===== src/rtl/uart_serial_rx.sv =====
// uart_serial_rx: 8N1 asynchronous serial byte receiver feeding the move decoder.
// Synchronises rx and validates the start bit at mid-bit. Samples 8 data bits
// LSB-first at mid-bit, then checks the stop bit.
//   clk          system clock
//   rst          synchronous active-high reset
//   rx           asynchronous serial line, idle high
//   rx_data      last correctly framed byte (decoder: jugada=[2:0], confirmacion=[3])
//   rx_ready     one-cycle strobe, rx_data updated this cycle
//   frame_error  one-cycle strobe, stop bit sampled low
//   busy         high whenever the receiver is not in IDLE
// CLK_FREQ/BAUD_RATE must be >= 4.
module uart_serial_rx #(
   parameter int unsigned CLK_FREQ  = 50_000_000,
   parameter int unsigned BAUD_RATE = 9600
) (
   input  logic       clk,
   input  logic       rst,
   input  logic       rx,
   output logic [7:0] rx_data,
   output logic       rx_ready,
   output logic       frame_error,
   output logic       busy
);

   localparam int unsigned CLKS_PER_BIT = CLK_FREQ / BAUD_RATE;
   localparam int unsigned HALF         = CLKS_PER_BIT / 2;
   localparam int unsigned CNT_W        = $clog2(CLKS_PER_BIT);

   localparam logic [CNT_W-1:0] CNT_LAST   = CNT_W'(CLKS_PER_BIT - 1);
   localparam logic [CNT_W-1:0] HALF_LAST  = CNT_W'(HALF - 1);
   // Cycles to flush the reset value (1) out of the synchroniser before trusting rx_s
   localparam logic [CNT_W-1:0] FLUSH_LAST = CNT_W'(2);

   typedef enum logic [2:0] {
      WAIT_IDLE,
      IDLE,
      START,
      DATA,
      STOP
   } state_t;

   state_t           state, state_n;
   logic             rx_meta, rx_s;
   logic [CNT_W-1:0] cnt, cnt_n;
   logic [2:0]       bit_idx, bit_idx_n;
   logic [7:0]       shreg, shreg_n;
   logic [7:0]       rx_data_n;
   logic             rx_ready_n, frame_error_n, busy_n;

   // State, datapath and output registers, plus the 2-FF rx synchroniser
   always_ff @(posedge clk) begin
      if (rst) begin
         rx_meta     <= 1'b1;
         rx_s        <= 1'b1;
         state       <= WAIT_IDLE;
         cnt         <= '0;
         bit_idx     <= '0;
         shreg       <= '0;
         rx_data     <= 8'h00;
         rx_ready    <= 1'b0;
         frame_error <= 1'b0;
         busy        <= 1'b1;
      end else begin
         rx_meta     <= rx;
         rx_s        <= rx_meta;
         state       <= state_n;
         cnt         <= cnt_n;
         bit_idx     <= bit_idx_n;
         shreg       <= shreg_n;
         rx_data     <= rx_data_n;
         rx_ready    <= rx_ready_n;
         frame_error <= frame_error_n;
         busy        <= busy_n;
      end
   end

   // Next-state and next-output logic
   always_comb begin
      state_n       = state;
      cnt_n         = cnt;
      bit_idx_n     = bit_idx;
      shreg_n       = shreg;
      rx_data_n     = rx_data;
      rx_ready_n    = 1'b0;
      frame_error_n = 1'b0;

      case (state)
         WAIT_IDLE: begin
            // The synchroniser resets high, so a line held low through reset would
            // otherwise look idle for two cycles; wait out that flush before arming.
            if (cnt < FLUSH_LAST) begin
               cnt_n = cnt + CNT_W'(1);
            end else if (rx_s) begin
               cnt_n   = '0;
               state_n = IDLE;
            end
         end

         IDLE: begin
            cnt_n = '0;
            if (!rx_s) state_n = START;
         end

         START: begin
            if (cnt == HALF_LAST) begin
               cnt_n     = '0;
               bit_idx_n = '0;
               state_n   = rx_s ? IDLE : DATA;
            end else begin
               cnt_n = cnt + CNT_W'(1);
            end
         end

         DATA: begin
            if (cnt == CNT_LAST) begin
               cnt_n     = '0;
               shreg_n   = {rx_s, shreg[7:1]};
               bit_idx_n = bit_idx + 3'd1;
               if (bit_idx == 3'd7) state_n = STOP;
            end else begin
               cnt_n = cnt + CNT_W'(1);
            end
         end

         STOP: begin
            // Leave at mid stop bit so a start bit with zero idle gap is still caught
            if (cnt == CNT_LAST) begin
               cnt_n = '0;
               if (rx_s) begin
                  rx_data_n  = shreg;
                  rx_ready_n = 1'b1;
                  state_n    = IDLE;
               end else begin
                  frame_error_n = 1'b1;
                  state_n       = WAIT_IDLE;
               end
            end else begin
               cnt_n = cnt + CNT_W'(1);
            end
         end

         default: begin
            cnt_n   = '0;
            state_n = WAIT_IDLE;
         end
      endcase

      busy_n = (state_n != IDLE);
   end

endmodule

===== config.mk =====
export PLATFORM = sky130hd
export DESIGN_NAME = uart_serial_rx
export DESIGN_NICKNAME = d
export VERILOG_FILES = /design/src/rtl/uart_serial_rx.sv
export SDC_FILE = /design/constraint.sdc
export NUM_CORES = 1
export LEC_CHECK = 0
export ABC_AREA = 1
export BUFFER_PORTS_ARGS = -buffer_cell sky130_fd_sc_hd__buf_2
export CAP_MARGIN = 20
export CORE_MARGIN = 4
export CORE_UTILIZATION = 55
export DETAILED_ROUTE_END_ITERATION = 8
export GPL_ROUTABILITY_DRIVEN = 0
export PLACE_DENSITY = 0.85
export SLEW_MARGIN = 20
export SYNTH_ARGS = -nofsm -noshare
export SYNTH_HDL_FRONTEND = slang
export SYNTH_SLANG_ARGS = --single-unit

===== constraint.sdc =====
create_clock -name clk -period 3.37 [get_ports clk]
set_input_delay 0.5055 -clock clk [delete_from_list [all_inputs] [get_ports clk]]
set_output_delay 0.5055 -clock clk [all_outputs]
set_load 0.03 [all_outputs]

* Word-level counts from Yosys, hierarchy flattened
Index checks and enable logic that the tools add are counted.
** Cells by class
- $add $sub $neg :: 2
- Magnitude comparators :: 1
- Equality and inequality tests :: 11
- Multiplexer cells :: 20
- Bitwise operators :: 2
- Reduce and logical (&&, ||, !) cells :: 7
** Operators by type and width (count)
- two-way mux 13 bit :: 4
- case mux 13 bit (3 select lines) :: 1
- two-way mux 3 bit :: 9
- case mux 3 bit (5 select lines) :: 1
- adder 13 x 1 -> 13 bit (second input constant) :: 1
- == test 13 x 12 -> 1 bit (second input constant) :: 1
- == test 13 bit (second input constant) :: 1
- less-than comparator 13 x 2 -> 1 bit (second input constant) :: 1
- == test 3 x 2 -> 1 bit (second input constant) :: 2
- == test 3 bit (second input constant) :: 2
- case mux 3 bit (2 select lines) :: 1
- AND reduction 3 bit :: 2
- != test 2 bit (second input constant) :: 2
- adder 3 x 1 -> 3 bit (second input constant) :: 1
- == test 3 x 1 -> 1 bit (second input constant) :: 1
- logical NOT 3 bit :: 1
- two-way mux 1 bit :: 3
- != test 3 x 1 -> 1 bit (second input constant) :: 1
- != test 3 bit (second input constant) :: 1
- OR reduction 3 bit :: 1
- two-way mux 2 bit :: 1
- NOT 1 bit :: 2
- AND reduction 2 bit :: 1
- nonzero test 2 bit :: 1
- OR reduction 2 bit :: 1
** Word-level totals
- Register bits :: 40
- Input port bits :: 3
- Output and inout port bits :: 11
- Logic and storage cells :: 53

* Depth between registers and ports, before layout
Gate-level depths: netlist of run 1.
- Depth after elaboration :: 5
- Depth in mapped cells :: 12
- Depth with buffers taken out :: 12

* Worst setup path after synthesis of run 1
Ideal clock, no wire load.
- Path kind :: reg2reg
- Start point :: register cnt[1]
- End point :: register rx_data[4]
- Data arrival time :: 1362 ps
- Data required time :: 3255 ps
- Setup slack :: 1893 ps
- Cell stages (with the launch flop) :: 10
- Buffers on the path :: 1
- Cell sequence :: dfxtp_1 ha_1 nand2_1 inv_1 nand2_1 nor2_4 nand4_4 buf_6 o21ai_2 a21oi_2
** On the way
- Cells in the longest elaborated chain, start to end :: 2
** RTL lines
- from (decl) :: RTL line 44 : logic [CNT_W-1:0] cnt, cnt_n;
- from (signal assigned) :: RTL line 67 : cnt <= cnt_n;
- == test 13 bit :: RTL line 127 : if (cnt == CNT_LAST) begin
- AND reduction 3 bit (no source line)
- to (signal assigned) :: RTL line 70 : rx_data <= rx_data_n;
- to (decl) :: RTL line 19 : output logic [7:0] rx_data,
No other way between the ends.
A chain may end at the register's enable or synchronous reset.

* Worst setup path in the final report of run 1
- Start point :: register cnt[1]
- End point :: register bit_idx[0]
** On the way
- Cells in the longest elaborated chain, start to end :: 3
- Elaborated cells between the ends (all ways) :: 5
** RTL lines
- == test 13 bit or == test 13 x 12 -> 1 bit (tied branches) :: RTL line 115, 105
- != test 2 bit (no source line)
- AND reduction 3 bit (no source line) *
- to (signal assigned) :: RTL line 68 : bit_idx <= bit_idx_n;
- to (decl) :: RTL line 45 : logic [2:0] bit_idx, bit_idx_n;
Mark *: on every way between the ends. The rest lies on a longest branch, timed or not.

==> results of run 1 <==
-- cell usage after synthesis (2+ instances only) --
cell type / instances
nand2_1: 87
nor2_1: 34
a21oi_2: 2
o21ai_1: 4
o21ai_0: 13
ha_1: 3
a21oi_1: 26
inv_1: 36
buf_6: 3
buf_2: 2
nor3_1: 3
nand2_2: 2
dfxtp_1: 40
inv_2: 4
nor2_2: 8
nand3_1: 15
a211oi_1: 3
nor2_4: 2
or2_2: 2
clkbuf_1: 2
nand4_1: 3
-- where the power goes --
group	switching [W]	internal [W]
Combinational	0.000138	0.0000653
Sequential	0.0000194	0.000495
Clock	0.000180	0.000223
-- how the worst min path moves through the flow --
stage / slack, ns / start / cells past startpoint / to
6_report: 0.39 / rx / 2 / rx_meta
5_1_grt: 0.39 / rx / 2 / rx_meta
4_1_cts: 0.39 / rx / 2 / rx_meta
3_5_place_dp: 0.41 / rx_meta / 1 / rx_s
3_3_place_gp: 0.39 / rx_meta / 1 / rx_s
2_1_floorplan: 0.39 / rx_meta / 1 / rx_s
-- per-stage QoR --
step                setup WS, ns  instances    util
global route               1.429        363  0.6465
CTS                        1.557        363  0.6465
floorplan                  1.893        303       -
global placement           1.710        355  0.6133
finish                     1.544        363  0.6465
detailed placement         1.585        355  0.6133
-- area by class of cell --
class / count / area share
flip-flops and latches: 40 / 0.3571
inverters: 40 / 0.06696
repair buffers: 13 / 0.02902
clock inverters: 3 / 0.02065
well taps: 46 / 0.02567
multi-input cells: 216 / 0.4699
clock buffers: 5 / 0.03069
-- flip-flops by register name, indices dropped and copies added, names as in the netlist --
register and count:
rx_s 1, rx_meta 1, cnt 13, frame_error 1, bit_idx 3, rx_data 8, state 3, rx_ready 1
shreg 8, busy 1
-- worst max-delay path, cell delays in order, from the launching register on --
cell,delay (ns)
dfxtp_1,0.39
ha_1,0.21
nand2_1,0.14
nor2_2,0.18
nand4_2,0.29
inv_2,0.28
o21ai_0,0.11
a21oi_1,0.16
-- cell families after synthesis --
| family | count (synthesis) | synth area share |
|---|---|---|
| and+or+nand+nor | 162 | 0.3579 |
| AOI/OAI and AO/OA | 50 | 0.1321 |
| xor gates and xnor gates | 1 | 0.004261 |
| adders and majority gates | 3 | 0.01826 |
| buffers and inverters | 47 | 0.09799 |
| DFF | 40 | 0.3895 |
-- layer usage --
layer / GRT usage / up-vias / routed length [microns]
li1: - / 982 / -
met1: 0.2650 / 874 / 2124
met2: 0.3030 / 54 / 2060
met3: 0.04942 / 9 / 277
met4: 0.07592 / 0 / 77
met5: 0 / - / 0
==> flow_metrics.env, run 1 <==
export IMPL_grt_pass1_vias=1761
export IMPL_fin_tns_setup_ns=0
export IMPL_synth_nets=309
export IMPL_yosysSeqAreaShare=0.3895
export IMPL_io_pins=14
export IMPL_grt_max_degree=22
export IMPL_crit_path_end="bit_idx[0]"
export IMPL_powerDensity_nw_per_um2=500.0
export IMPL_cts_tree="yes"
export IMPL_slew_headroom=0.6279
export IMPL_status="complete, no violations"
export IMPL_synth_cell_types=30
export IMPL_synth_edf_count=0
export IMPL_syn_inst=303
export IMPL_finalMaxSlewViolations=0
export IMPL_final_area_sq_um=2242
export IMPL_finalSetupViolCount=0
export IMPL_die_w_microns=69.14
export IMPL_p_leak_nw=1.001
export IMPL_r2r_cells=7
export IMPL_nFillCells=324
export IMPL_grt_ovfl_total=0
export IMPL_required_ns=3.60
export IMPL_clkSinkCount=40
export IMPL_clkSlewWorstSetupHoldPaths_ns=0.08
export IMPL_hold_ws_ns=0.3917
export IMPL_cts_hold_buffers=0
export IMPL_dieHeight_microns=69.14
export IMPL_routedWlPerCell_microns=12.50
export IMPL_drt_iter0_drc=210
export IMPL_vias=1919
export IMPL_yosys_area_top_type="dfxtp_1"
export IMPL_core_sq_um=3468
export IMPL_rsz0062_at_grt="no"
export IMPL_area_growth_pct=9.069
export IMPL_r2r_setup_slack_ns=1.54
export IMPL_ys_warn_count=0
export IMPL_finalCritPeriodShare=0.5419
export IMPL_critPathLaunch="cnt[1]"
export IMPL_place_area_sq_um=2127
export IMPL_drcViolationCount=0
export IMPL_dr_pass1_iters=4
export IMPL_timing_fmax_ghz=0.5475
export IMPL_drt_wl_total_microns=4539
export IMPL_final_common_cell="nand2_1"
export IMPL_hpwl_microns=3130
export IMPL_tightest_slew_ns=0.5575
export IMPL_h_tree_depth=2
export IMPL_crit_type="register to register"
export IMPL_cts_buffer_depth=2
export IMPL_io_buffers=13
export IMPL_seq_area_sq_um=800.8
export IMPL_hold_viol=0
export IMPL_antenna_left=0
export IMPL_start_kind="register"
export IMPL_netlist_area_sq_um=2056
export IMPL_synthArstFlopShare=0
export IMPL_maxCapViolations=0
export IMPL_final_cell_mix="nand2_1 (87), dfxtp_1 (40), inv_1 (36), nor2_1 (34), a21oi_1 (26)"
export IMPL_fin_nets=322
export IMPL_diodes=0
export IMPL_skew_ns=0.004709
export IMPL_end_kind="register"
export IMPL_cts_buffers=5
export IMPL_root_buffer="clkbuf_8"
export IMPL_r2r_end="bit_idx[0]"
export IMPL_peakVddDrop_mv=0.3005
export IMPL_die_area_sq_um=4780
export IMPL_synth_flop_cell="dfxtp_1"
export IMPL_total_power_w=0.001121
export IMPL_multi_input_area_sq_um=1054
export IMPL_worst_path_max_fanout=12
export IMPL_yosysTopAreaCellShare=0.3895
export IMPL_viasPerCell=5.287
export IMPL_cts_resized=0
export IMPL_synth_seq_cells=40
export IMPL_postCtsSetupBuffers=0
export IMPL_grt_first_pass_wirelength_microns=7817
export IMPL_synthTopCellsByArea="dfxtp_1 (39%), nand2_1 (16%), inv_1 (6.6%)"
export IMPL_rows=21
export IMPL_insertion_delay_ns=0.29
export IMPL_post_route_min_period_ns=1.826
export IMPL_syn_area_per_cell_sq_um=6.785
export IMPL_drive_gt1_frac=0.1451
export IMPL_antenna_found_initial=0
export IMPL_initial_core_util=0.5927
export IMPL_cp_arrival_ns=2.05
export IMPL_grtUsageTotal=0.1972
export IMPL_hp_class="input port to register"
export IMPL_r2r_start="cnt[1]"
No activity file was read; power rests on OpenSTA's default activity.
==> inputs of run 2 (changes only) <==
--- a/config.mk
+++ b/config.mk
@@ -9,7 +9,7 @@
 export BUFFER_PORTS_ARGS = -buffer_cell sky130_fd_sc_hd__buf_2
 export CAP_MARGIN = 20
 export CORE_MARGIN = 4
-export CORE_UTILIZATION = 55
+export CORE_UTILIZATION = 53
 export DETAILED_ROUTE_END_ITERATION = 8
 export GPL_ROUTABILITY_DRIVEN = 0
 export PLACE_DENSITY = 0.85
==> constraint.sdc (replaced) <==
create_clock -name clk -period 1.6 [get_ports clk]
set_input_delay 0.24 -clock clk [delete_from_list [all_inputs] [get_ports clk]]
set_output_delay 0.24 -clock clk [all_outputs]
set_load 0.03 [all_outputs]
==> flow_metrics.env, run 2 (same netlist as run 1, synthesis figures left out) <==
export IMPL_final_common_cell="nand2_1"
export IMPL_clkSlewWorstSetupHoldPaths_ns=0.08
export IMPL_crit_top_cell="nand2_2"
export IMPL_die_area_sq_um=4939
export IMPL_initial_core_util=0.5532
export IMPL_diodes=0
export IMPL_grt_first_pass_wirelength_microns=8783
export IMPL_finalCritPeriodShare=0.9684
export IMPL_antenna_found_initial=0
export IMPL_clkSinkCount=40
export IMPL_drcViolationCount=0
export IMPL_skew_ns=0.01051
export IMPL_root_buffer="clkbuf_8"
export IMPL_viasPerCell=5.652
export IMPL_powerDensity_nw_per_um2=1015
export IMPL_antenna_left=0
export IMPL_slew_headroom=0.7130
export IMPL_cts_buffer_depth=2
export IMPL_cp_arrival_ns=1.74
export IMPL_h_tree_depth=2
export IMPL_grtUsageTotal=0.2223
export IMPL_fin_tns_setup_ns=0
export IMPL_cp_slowest_cell="dfxtp_2"
export IMPL_maxCapViolations=0
export IMPL_peakVddDrop_mv=0.7950
export IMPL_final_cell_mix="nand2_1 (84), dfxtp_1 (37), inv_1 (35), nor2_1 (31), a21oi_1 (25)"
export IMPL_routedWlPerCell_microns=14.48
export IMPL_finalSetupViolCount=0
export IMPL_crit_type="register to register"
export IMPL_top_regs="cnt (13), rx_data (8), shreg (8)"
export IMPL_fin_nets=339
export IMPL_drt_wl_total_microns=5530
export IMPL_grt_pass1_vias=1962
export IMPL_rows=22
export IMPL_finalMaxSlewViolations=0
export IMPL_start_kind="register"
export IMPL_timing_fmax_ghz=0.6454
export IMPL_die_w_microns=70.28
export IMPL_total_power_w=0.002487
export IMPL_largest_reg_flops=13
export IMPL_area_growth_pct=19.17
export IMPL_grt_max_degree=21
export IMPL_drive_gt1_frac=0.2335
export IMPL_insertion_delay_ns=0.30
export IMPL_drt_iter0_drc=204
export IMPL_core_sq_um=3716
export IMPL_vias=2159
export IMPL_worst_path_max_fanout=7
export IMPL_end_kind="register"
export IMPL_p_leak_nw=1.096
export IMPL_top_register="cnt"
export IMPL_required_ns=1.79
export IMPL_cts_buffers=5
export IMPL_slowest_delay_ns=0.36
export IMPL_critPathLaunch="cnt[0]"
export IMPL_io_buffers=13
export IMPL_dieHeight_microns=70.28
export IMPL_hpwl_microns=3479
export IMPL_io_pins=14
export IMPL_post_route_min_period_ns=1.549
export IMPL_rsz0062_at_grt="yes"
export IMPL_dr_pass1_iters=5
export IMPL_hp_start="rx"
export IMPL_grt_ovfl_total=0
export IMPL_critical_path_top_delay_family="simple AND/OR/NAND/NOR gates"
export IMPL_hp_class="input port to register"
export IMPL_hold_ws_ns=0.1187
export IMPL_r2r_start="cnt[0]"
export IMPL_cts_tree="yes"
export IMPL_cp_cell_sequence="ha_4 -> nand2_2 -> inv_2 -> nand2_2 -> nor2_4 -> nand4_4 -> o21ai_1 -> a21oi_1"
export IMPL_hold_viol=0
export IMPL_status="complete, no violations"
export IMPL_critPathBufInv=1
export IMPL_tightest_slew_ns=0.4266
run 2: changes by cell type in the layout (fill, tap and decap cells not counted), moves of 3 or more:
cell,previous run,this run
buf_4,0,13
o21ai_1,4,8
dfxtp_1,40,37
o21ai_0,13,8
nor2_1,34,31
nor2_2,8,11
nand2_1,87,84
dfxtp_2,0,3
run 2: power by group:
group          switching, W  total, W  internal [W]
Clock              0.000389  0.000859      0.000470
Sequential        0.0000438   0.00109       0.00105
Combinational      0.000350  0.000536      0.000186
run 2: final timing paths:
kind,endpoint,slack (ns),depth (start not counted)
worst min-delay path,rx_meta,0.12,2
worst max register to register,rx_data[1],0.05,8
worst max-delay path,rx_data[1],0.05,8
worst min register to register,rx_s,0.42,1
run 2: cell type report:
class,count,area [sq um]
Inverter,40,150.1
Fill cell,299,1266
Timing Repair Buffer,28,185.2
Clock inverter,3,46.29
Tap cell,48,60.06
Sequential cell,40,804.5
Multi-Input combinational cell,218,1135
Clock buffer,5,68.82
run 2: per-layer routing:
metal  GRT usage  wire length (microns)
met1      0.2802                   2207
met2      0.3565                   2564
met3     0.04460                    573
met4      0.1128                    185
met5           0                      0
run 2: per-stage QoR:
stage | instance area, sq um | cells | worst slack, ns | util
global placement | 2235 | 371 | 0.08968 | 0.6013
CTS | 2390 | 382 | -0.004640 | 0.6431
floorplan | 2056 | 303 | 0.1228 | -
detailed placement | 2235 | 371 | -0.005585 | 0.6013
finish | 2450 | 382 | 0.05058 | 0.6593
global route | 2450 | 382 | -0.01315 | 0.6593
run 2: repair_timing:
action	in CTS	in global routing
hold buffers	0	0
endpoints found under the setup margin	8	25
pin swaps	1	5
gates cloned	2	0
buffers inserted	1	0
endpoints found under the hold margin	0	0
gates resized for setup	4	21
